File: src/rtl/uart_tx_frame.sv
// Parametrised UART transmitter: one word per valid/ready handshake, framed as
// start, DATA_BITS LSB-first, optional parity, STOP_BITS stop bits.
module uart_tx_frame #(
    parameter int CLK_FREQ  = 50000000,
    parameter int BAUD_RATE = 115200,
    parameter int BAUD_DIV  = CLK_FREQ / BAUD_RATE,
    parameter int DATA_BITS = 8,
    parameter int PARITY    = 0,
    parameter int STOP_BITS = 1
) (
    input  logic                 clk,
    input  logic                 rst_n,
    input  logic                 tx_valid,
    input  logic [DATA_BITS-1:0] tx_data,
    output logic                 tx_ready,
    output logic                 tx_out,
    output logic                 tx_busy,
    output logic                 tx_done
);

    typedef enum logic [2:0] {
        S_IDLE   = 3'd0,
        S_START  = 3'd1,
        S_DATA   = 3'd2,
        S_PARITY = 3'd3,
        S_STOP   = 3'd4
    } state_t;

    localparam logic [15:0] BAUD_LAST  = 16'(BAUD_DIV - 1);
    localparam logic [3:0]  DATA_LAST  = 4'(DATA_BITS - 1);
    localparam logic [3:0]  STOP_LAST  = 4'(STOP_BITS - 1);
    localparam logic        HAS_PARITY = 1'(PARITY != 0);

    // Odd parity makes the total count of ones odd, even parity makes it even.
    function automatic logic parity_bit(input logic [DATA_BITS-1:0] word);
        if (PARITY == 1) begin
            return ~^word;
        end else begin
            return ^word;
        end
    endfunction

    state_t                 state_r;
    logic [15:0]            baud_cnt_r;
    logic [3:0]             bit_cnt_r;
    logic [DATA_BITS-1:0]   shift_r;
    logic                   parity_r;
    logic                   tx_out_r;
    logic                   tx_ready_r;
    logic                   tx_done_r;
    logic                   bit_end_s;

    assign bit_end_s = (baud_cnt_r == BAUD_LAST);

    // Frame sequencer: the line level is computed together with the next
    // state so tx_out changes on the same edge the state does.
    always_ff @(posedge clk or negedge rst_n) begin
        if (!rst_n) begin
            state_r    <= S_IDLE;
            baud_cnt_r <= 16'd0;
            bit_cnt_r  <= 4'd0;
            shift_r    <= '0;
            parity_r   <= 1'b0;
            tx_out_r   <= 1'b1;
            tx_ready_r <= 1'b1;
            tx_done_r  <= 1'b0;
        end else begin
            tx_done_r <= 1'b0;
            if (state_r != S_IDLE) begin
                baud_cnt_r <= bit_end_s ? 16'd0 : baud_cnt_r + 16'd1;
            end else begin
                baud_cnt_r <= 16'd0;
            end
            case (state_r)
                S_IDLE: begin
                    tx_out_r <= 1'b1;
                    if (tx_valid && tx_ready_r) begin
                        shift_r    <= tx_data;
                        parity_r   <= parity_bit(tx_data);
                        bit_cnt_r  <= 4'd0;
                        state_r    <= S_START;
                        tx_out_r   <= 1'b0;
                        tx_ready_r <= 1'b0;
                    end else begin
                        tx_ready_r <= 1'b1;
                    end
                end
                S_START: begin
                    if (bit_end_s) begin
                        state_r  <= S_DATA;
                        tx_out_r <= shift_r[0];
                        shift_r  <= shift_r >> 1;
                    end else begin
                        tx_out_r <= 1'b0;
                    end
                end
                S_DATA: begin
                    if (bit_end_s) begin
                        if (bit_cnt_r == DATA_LAST) begin
                            bit_cnt_r <= 4'd0;
                            if (HAS_PARITY) begin
                                state_r  <= S_PARITY;
                                tx_out_r <= parity_r;
                            end else begin
                                state_r  <= S_STOP;
                                tx_out_r <= 1'b1;
                            end
                        end else begin
                            bit_cnt_r <= bit_cnt_r + 4'd1;
                            tx_out_r  <= shift_r[0];
                            shift_r   <= shift_r >> 1;
                        end
                    end else begin
                        tx_out_r <= tx_out_r;
                    end
                end
                S_PARITY: begin
                    if (bit_end_s) begin
                        state_r  <= S_STOP;
                        tx_out_r <= 1'b1;
                    end else begin
                        tx_out_r <= parity_r;
                    end
                end
                S_STOP: begin
                    tx_out_r <= 1'b1;
                    if (bit_end_s) begin
                        if (bit_cnt_r == STOP_LAST) begin
                            bit_cnt_r  <= 4'd0;
                            state_r    <= S_IDLE;
                            tx_ready_r <= 1'b1;
                            tx_done_r  <= 1'b1;
                        end else begin
                            bit_cnt_r <= bit_cnt_r + 4'd1;
                        end
                    end else begin
                        bit_cnt_r <= bit_cnt_r;
                    end
                end
                default: begin
                    state_r    <= S_IDLE;
                    bit_cnt_r  <= 4'd0;
                    tx_out_r   <= 1'b1;
                    tx_ready_r <= 1'b1;
                end
            endcase
        end
    end

    assign tx_out   = tx_out_r;
    assign tx_ready = tx_ready_r;
    assign tx_busy  = ~tx_ready_r;
    assign tx_done  = tx_done_r;

endmodule
File: config.mk
export PLATFORM = sky130hd
export DESIGN_NAME = uart_tx_frame
export DESIGN_NICKNAME = d
export VERILOG_FILES = /design/src/rtl/uart_tx_frame.sv
export SDC_FILE = /design/constraint.sdc
export NUM_CORES = 1
export LEC_CHECK = 0
export ABC_AREA = 1
export CORE_AREA = 4 4 67 69
export DETAILED_ROUTE_END_ITERATION = 8
export DIE_AREA = 0 0 71 73
export GPL_TIMING_DRIVEN = 0
export PLACE_DENSITY_LB_ADDON = 0.1
export SYNTH_ARGS = -nofsm -noshare
export SYNTH_HDL_FRONTEND = slang
export SYNTH_SLANG_ARGS = --single-unit
File: constraint.sdc
create_clock -name clk -period 2.1 [get_ports clk]
set_input_delay 0.315 -clock clk [delete_from_list [all_inputs] [get_ports clk]]
set_output_delay 0.315 -clock clk [all_outputs]
set_load 0.03 [all_outputs]
==> results of run 1 <==
[cell type report]
cell class                      count  area [um^2]
Clock buffer                        7        76.32
Fill cell                         368         1469
Tap cell                           50        62.56
Clock inverter                      1        5.005
Inverter                           41        155.1
Timing Repair Buffer               14        135.1
Multi-Input combinational cell    220         1109
Buffer                              3        23.77
Sequential cell                    35        878.3
[report_power, final]
| part | leakage, uW | switching, uW | internal [uW] |
|---|---|---|---|
| logic | 0.000728 | 32.9 | 29.9 |
| clock network | 0.0000422 | 251 | 233 |
| registers | 0.000462 | 0 | 674 |
| total | 0.00123 | 284 | 937 |
[sequential cells by signal (all words and copies together), names as in the netlist]
name / cells
bit_cnt_r: 4
tx_ready: 1
shift_r: 8
baud_cnt_r: 16
state_r: 3
tx_done: 1
tx_out: 1
parity_r: 1
[Yosys cell counts, drive strengths merged]
cell type and n:
a21boi 1, a21oi 8, a31oi 3, buf 3, clkinv 1, dfrtp 33
dfstp 2, ha 4, inv 40, nand2 88, nand3 33, nand3b 1
nand4 4, nor2 38, nor3 11, nor3b 1, nor4 2, o211ai 1
o21ai 12, o21bai 1, xnor2 7, xor2 5
[metal layers]
metal	global-route usage [%]	part of all wire, %	routed length (um)
met4	6.472	2.2	97
met2	29.97	44	1990
met5	0	0	0
met3	5.234	4.7	211
met1	25.76	49	2171
[how the worst min path moves through the flow]
stage | start | to | slack [ps] | cells after the start
finish | rst_n | baud_cnt_r[13] | 90 | 1
global route | rst_n | baud_cnt_r[13] | 160 | 1
CTS | rst_n | baud_cnt_r[13] | 130 | 1
detailed placement | rst_n | baud_cnt_r[15] | 450 | 1
global placement | shift_r[6] | shift_r[6] | 460 | 2
floorplan | rst_n | baud_cnt_r[0] | 20 | 0
[kinds of logic after synthesis]
kind of cell	after synthesis	synth area share, %
adders and majority gates	4	2.311
AOI/OAI and AO/OA	26	7.742
and+or+nand+nor	178	36.28
xor gates and xnor gates	12	4.853
buffers and inverters	44	8.261
DFF	35	40.55
[layout by cell type, fill, tap and decap left out, drive strengths merged, types with 3 or more instances in the layout]
| master | Yosys | routed |
|---|---|---|
| clkbuf | 0 | 7 |
| nor3 | 11 | 11 |
| ha | 4 | 4 |
| xnor2 | 7 | 7 |
| clkdlybuf4s50 | 0 | 13 |
| nand4 | 4 | 4 |
| xor2 | 5 | 5 |
| inv | 40 | 40 |
| nand2 | 88 | 88 |
| nor2 | 38 | 38 |
| nand3 | 33 | 33 |
| a21oi | 8 | 8 |
| buf | 3 | 4 |
| o21ai | 12 | 12 |
| a31oi | 3 | 3 |
| dfrtp | 33 | 33 |
[stage by stage]
step / power [uW] / instances
2_1_floorplan: 713.2 / 299
3_3_place_gp: 751.9 / 363
3_5_place_dp: 751.6 / 363
4_1_cts: 1232 / 371
5_1_grt: 1273 / 371
6_report: 1220 / 371
==> impl_results.rst, run 1 <==
.. list-table::
   :header-rows: 1

   * - Metric
     - Value
   * - Register-to-register path setup slack
     - 230 ps
   * - VDD IR-drop max
     - 0.0003883 V
   * - Slew margin rel.
     - 48.27%
   * - Critical path destination
     - shift_r[4]
   * - Total die area
     - 5183 um^2
   * - Area Overhead vs Synth
     - 12.88%
   * - Levels on crit path
     - 12
   * - Worst Hold Slack
     - 91.84 ps
   * - Number of DRC violations after detailed-routing iteration 0
     - 167
   * - Aggregate global routing overflow
     - 0
   * - Port-buffer cells
     - 14
   * - Upper clock frequency limit
     - 535.2 MHz
   * - Core region area
     - 3914 um^2
   * - Highest cell delay on the worst timing path
     - 400 ps
   * - Number of CTS-inserted buffers
     - 5
   * - Max-cap violations
     - 0
   * - Number of standard cells after synthesis
     - 299
   * - R2R Path Start
     - baud_cnt_r[1]
   * - Post-synth design cell area
     - 2166 um^2
   * - Worst path cell trace
     - inv_1 -> ha_1 -> nand2_1 -> inv_1 -> nand2_1 -> nor2_2 -> nand2_2 -> buf_6 -> a21oi_4 -> nand2_4 -> nand2_1 -> nand2_1
   * - Net count after synthesis
     - 314
   * - Number of global-route vias before repair
     - 1763
   * - Final antenna-violating net count
     - 0
   * - Mean routed wirelength per cell
     - 12.05 um
   * - Register-to-Register Path Depth
     - 12
   * - Global placement routability congestion
     - 0.9177
   * - Clock edge transition at the registers on the reported setup and hold paths
     - 70 ps
   * - Maximum number of pins on one net before global-route repair
     - 36
   * - Yosys cell types
     - 33
   * - Share of post-route cells with drive strength above 1
     - 9.969%
   * - Post-route standard cell area excluding fillers
     - 2445 um^2
   * - Number of hold buffers added after CTS
     - 0
   * - Critical Setup Path Class
     - flop to flop
   * - Post-route DRC violation count
     - 0
   * - Sum of routed wire length over all layers
     - 4472 um
   * - Number of buffers on the longest clock path
     - 2
   * - Ratio of final minimum period to clock period
     - 88.97%
   * - Source of the critical timing path
     - baud_cnt_r[1]
   * - Fin crit period
     - 1868 ps
   * - Starting density of the core
     - 55.34%
   * - Arrival time of the worst setup path
     - 2050 ps
   * - Number of synthesized register bits
     - 35
   * - Power density cells
     - 499.1 nW/um^2
   * - Number of resized instances in the post-cts repair step
     - 0
   * - Clock latency of the later-clocked register in the worst-skew pair
     - 290 ps
   * - Worst hold-check path type
     - input pin to asynchronous set/reset pin
   * - Number of buffers and inverters on the critical path
     - 3
   * - Maximum fanout count along the critical path
     - 10
   * - HPWL Detailed
     - 3345 um
   * - Global routing usage summed across all routing layers
     - 19.16%
   * - Final Slew Violations
     - 0
   * - TritonCTS clock tree
     - done
   * - Core Rows
     - 23
   * - Number of antenna violations at the first check in global routing
     - 0
   * - Required time of the critical path
     - 2280 ps
   * - Worst slack at placement
     - 245.9 ps
   * - DR vias/cell
     - 5.191
   * - Count of inserted antenna diode cells
     - 0
   * - Setup violators final
     - 0
   * - Ports placed on the boundary
     - 15
   * - Number of detailed-route iterations in the first pass
     - 4
   * - H-tree Lvls
     - 2
   * - Number of nets in the finished design
     - 335
   * - Root Driver
     - sky130_fd_sc_hd__clkbuf_8
   * - Die span in y
     - 73 um
   * - Sort of element at the end of the critical path
     - flop
   * - Width of the die
     - 71 um
   * - Final Hold Fails
     - 0
   * - Worst setup slack after layout
     - 231.7 ps
   * - Worst R2R End
     - shift_r[4]
   * - Crit path top cell by count
     - sky130_fd_sc_hd__nand2_1
   * - Post-Route Setup TNS
     - 0 ps
   * - Unrepaired setup endpoints after global routing
     - false
   * - Worst-Margin Slew
     - 776.0 ps
   * - Register area share after synthesis
     - 40.55%
   * - Cell type with the highest aggregate area in the netlist
     - sky130_fd_sc_hd__dfrtp_1
   * - Cell types with the largest area share after synthesis
     - sky130_fd_sc_hd__dfrtp_1, sky130_fd_sc_hd__nand2_1, sky130_fd_sc_hd__nand3_1, sky130_fd_sc_hd__inv_1, sky130_fd_sc_hd__nor2_1
   * - Setup crit start kind
     - flop
   * - Share of Yosys cell area claimed by the top area cell type
     - 38.13%
   * - Fraction of the core area covered by cells at the end of the flow
     - 62.47%
   * - Via count
     - 1926
   * - Global-route wire length before repair
     - 7852 um
   * - Top Family by Delay on Critical Path
     - simple AND/OR/NAND/NOR gates
   * - Run status
     - completed
   * - Slowest library cell on the worst path
     - sky130_fd_sc_hd__dfrtp_1
   * - Cell leakage power
     - 0.001233 uW
   * - Syn Area/Cell
     - 7.244 um^2
   * - Post-placement cell area
     - 2364 um^2
   * - Worst-case clock skew
     - 5.475 ps
   * - Count of buffers added by post-CTS timing repair for setup
     - 0
   * - Synth warnings
     - 0
   * - TritonCTS sink count
     - 35
No activity file was read; power rests on OpenSTA's default activity.
==> inputs of run 2 (changes only) <==
--- a/config.mk
+++ b/config.mk
@@ -7,10 +7,12 @@
 export LEC_CHECK = 0
 export ABC_AREA = 1
 export CORE_AREA = 4 4 67 69
+export CTS_CLUSTER_DIAMETER = 60
 export DETAILED_ROUTE_END_ITERATION = 8
 export DIE_AREA = 0 0 71 73
 export GPL_TIMING_DRIVEN = 0
 export PLACE_DENSITY_LB_ADDON = 0.1
+export SLEW_MARGIN = 40
 export SYNTH_ARGS = -nofsm -noshare
 export SYNTH_HDL_FRONTEND = slang
 export SYNTH_SLANG_ARGS = --single-unit
==> impl_results.rst, run 2 (same netlist as run 1, synthesis figures left out) <==
.. list-table::
   :header-rows: 1

   * - Metric
     - Value
   * - Worst-Margin Slew
     - 458.7 ps (-317.2 ps)
   * - Worst-case clock skew
     - 4.577 ps (-0.8987 ps)
   * - Number of CTS-inserted buffers
     - 5 (unchanged)
   * - Area Overhead vs Synth
     - 14.62%
   * - VDD IR-drop max
     - 0.0004173 V (+7.5%)
   * - Port-buffer cells
     - 14 (unchanged)
   * - Setup crit start kind
     - flop
   * - Total chip power
     - 1230 uW (+0.81%)
   * - Die span in y
     - 73 um (unchanged)
   * - Source of the critical timing path
     - baud_cnt_r[1]
   * - Global placement routability congestion
     - 0.9177 (unchanged)
   * - Global-route wire length before repair
     - 7962 um (+1.4%)
   * - Critical path destination
     - shift_r[4]
   * - Worst Hold Slack
     - 475.6 ps (+383.7 ps)
   * - Startpoint of the worst hold path
     - shift_r[3]
   * - Setup violators final
     - 0 (unchanged)
   * - Combinational share of power
     - 5.7% (+0.6 points)
   * - Clock latency of the later-clocked register in the worst-skew pair
     - 300 ps (about the same)
   * - Global routing usage summed across all routing layers
     - 19.57% (+0.41 points)
   * - Core Rows
     - 23 (unchanged)
   * - Final cell count without fillers
     - 373 (+0.54%)
   * - Top Family by Delay on Critical Path
     - simple AND/OR/NAND/NOR gates
   * - Width of the die
     - 71 um (unchanged)
   * - Run status
     - completed
   * - Fin crit period
     - 1844 ps (-24.29 ps)
   * - Fraction of power spent switching nets
     - 23.34% (+0.10 points)
   * - Post-Route Setup TNS
     - 0 ps (unchanged)
   * - Final Slew Violations
     - 0 (unchanged)
   * - Starting density of the core
     - 55.34% (unchanged)
   * - Unrepaired setup endpoints after global routing
     - false
   * - Post-route DRC violation count
     - 0 (unchanged)
   * - Ratio of final minimum period to clock period
     - 87.81% (-1.2 points)
   * - Post-placement cell area
     - 2391 um^2 (+1.2%)
   * - Root Driver
     - sky130_fd_sc_hd__clkbuf_8
   * - Worst hold-check path type
     - flop to flop
   * - Core region area
     - 3914 um^2 (unchanged)
   * - Count of inserted antenna diode cells
     - 0 (unchanged)
   * - Critical Setup Path Class
     - flop to flop
   * - Worst path cell trace
     - inv_1 -> ha_1 -> nand2_1 -> inv_1 -> nand2_1 -> nor2_2 -> nand2_2 -> buf_6 -> a21oi_4 -> nand2_4 -> nand2_1 -> nand2_1
   * - Internal cell power
     - 943.0 uW (+0.68%)
   * - Number of detailed-route iterations in the first pass
     - 5 (+1)
   * - Highest cell delay on the worst timing path
     - 400 ps (about the same)
   * - Final antenna-violating net count
     - 0 (unchanged)
   * - Arrival time of the worst setup path
     - 2030 ps (-20 ps)
   * - Sequential share of power
     - 54.8% (-0.4 points)
   * - Register-to-register path setup slack
     - 260 ps (+20 ps)
   * - TritonCTS sink count
     - 35 (unchanged)
   * - Via count
     - 1903 (-1.2%)
   * - Count of buffers added by post-CTS timing repair for setup
     - 0 (unchanged)
   * - Required time of the critical path
     - 2280 ps (about the same)
   * - Crit path top cell by count
     - sky130_fd_sc_hd__nand2_1
   * - Relative contribution of the clock network to total power
     - 39.5% (about the same)
   * - Share of post-route cells with drive strength above 1
     - 10.22% (+0.25 points)
   * - Final Hold Fails
     - 0 (unchanged)
   * - TritonCTS clock tree
     - done
   * - Total die area
     - 5183 um^2 (unchanged)
   * - Sum of routed wire length over all layers
     - 4549 um (+1.7%)
   * - Number of DRC violations after detailed-routing iteration 0
     - 118 (-29%)
   * - Most frequent cells in the layout
     - sky130_fd_sc_hd__nand2_1, sky130_fd_sc_hd__inv_1, sky130_fd_sc_hd__nor2_1, sky130_fd_sc_hd__nand3_1, sky130_fd_sc_hd__dfrtp_1
   * - DR vias/cell
     - 5.102 (-1.7%)
   * - Largest register FFs
     - 16 (unchanged)
   * - Sw Pwr
     - 287.2 uW (+1.2%)
   * - Max-cap violations
     - 0 (unchanged)
   * - Commonest non-fill, non-tap cell in the layout
     - sky130_fd_sc_hd__nand2_1
   * - Sort of element at the end of the critical path
     - flop
   * - Number of antenna violations at the first check in global routing
     - 0 (unchanged)
   * - Post-placement cell count
     - 364 (+0.28%)
   * - Mean routed wirelength per cell
     - 12.20 um (+1.2%)
   * - Slew margin rel.
     - 69.42% (+21 points)
   * - Worst R2R End
     - shift_r[4]
   * - Number of nets in the finished design
     - 337 (+0.60%)
   * - Largest reg by FF count
     - baud_cnt_r
   * - Number of buffers on the longest clock path
     - 2 (unchanged)
   * - R2R Path Start
     - baud_cnt_r[1]
   * - Slowest library cell on the worst path
     - sky130_fd_sc_hd__dfrtp_1
   * - Maximum fanout count along the critical path
     - 10 (unchanged)
   * - Number of global-route vias before repair
     - 1761 (-0.11%)
   * - Post-route standard cell area excluding fillers
     - 2482 um^2 (+1.5%)
   * - Upper clock frequency limit
     - 542.3 MHz (+1.3%)
   * - Cell leakage power
     - 0.001250 uW (+1.4%)
   * - Aggregate global routing overflow
     - 0 (unchanged)
   * - Levels on crit path
     - 12 (unchanged)
   * - Clock edge transition at the registers on the reported setup and hold paths
     - 70 ps (about the same)
   * - Power density cells
     - 495.6 nW/um^2 (-0.71%)
   * - Maximum number of pins on one net before global-route repair
     - 20 (-44%)
   * - HPWL Detailed
     - 3507 um (+4.8%)
   * - Register-to-Register Path Depth
     - 12 (unchanged)
   * - Largest registers
     - baud_cnt_r x16, shift_r x8, bit_cnt_r x4
   * - H-tree Lvls
     - 2 (unchanged)
   * - Ports placed on the boundary
     - 15 (unchanged)
   * - Number of buffers and inverters on the critical path
     - 3 (unchanged)
run 2: timing repair:
action | 4_1_cts | 5_1_grt
hold endpoints to repair | 16 | 0
hold buffers | 1 | 0
resized for setup | 0 | 0
run 2: power by group through the flow:
stage	combinational (uW)	clock [uW]	sequential, uW
finish	70.7	486	674
global route	80.6	524	673
CTS	73.2	495	674
detailed placement	71.6	0	687
global placement	65.1	0	687
floorplan	26.3	0	687
run 2: tightest hold or removal path, cell delays in order, from the launching register on:
cell and delay [ps]:
sky130_fd_sc_hd__dfrtp_1 340, sky130_fd_sc_hd__nand2_1 50, sky130_fd_sc_hd__nand2_1 50
run 2: final cells by class:
type / count / area [um^2]
Sequential cell: 35 / 878.3
Inverter: 41 / 155.1
Fill cell: 373 / 1431
Tap cell: 50 / 62.56
Buffer: 3 / 23.77
Multi-Input combinational cell: 220 / 1109
Timing Repair Buffer: 16 / 172.7
Clock buffer: 7 / 76.32
Clock inverter: 1 / 5.005
run 2: metrics by stage:
| stage | setup slack, ps | util (%) |
|---|---|---|
| 6_report | 256.0 | 63.43 |
| 2_1_floorplan | 502.6 | - |
| 4_1_cts | 241.3 | 63.43 |
| 5_1_grt | 102.2 | 63.43 |
| 3_3_place_gp | -116.7 | 60.52 |
| 3_5_place_dp | 253.7 | 61.09 |
run 2: layer usage:
layer  vias up  share of wire [%]  track usage [%]
li1       1002                  -                -
met1       858                 48            26.28
met2        36                 47            30.79
met3         7                4.4            5.234
met4         0                1.1            6.472
met5         -                  0                0
run 2: worst min-delay path by stage:
stage                      to  slack (ps)  cells after the start
5_1_grt                tx_out         500                      2
3_5_place_dp   baud_cnt_r[13]         290                      1
2_1_floorplan   baud_cnt_r[0]          20                      0
4_1_cts            shift_r[3]         480                      2
3_3_place_gp       shift_r[6]         460                      2
6_report           shift_r[3]         480                      2
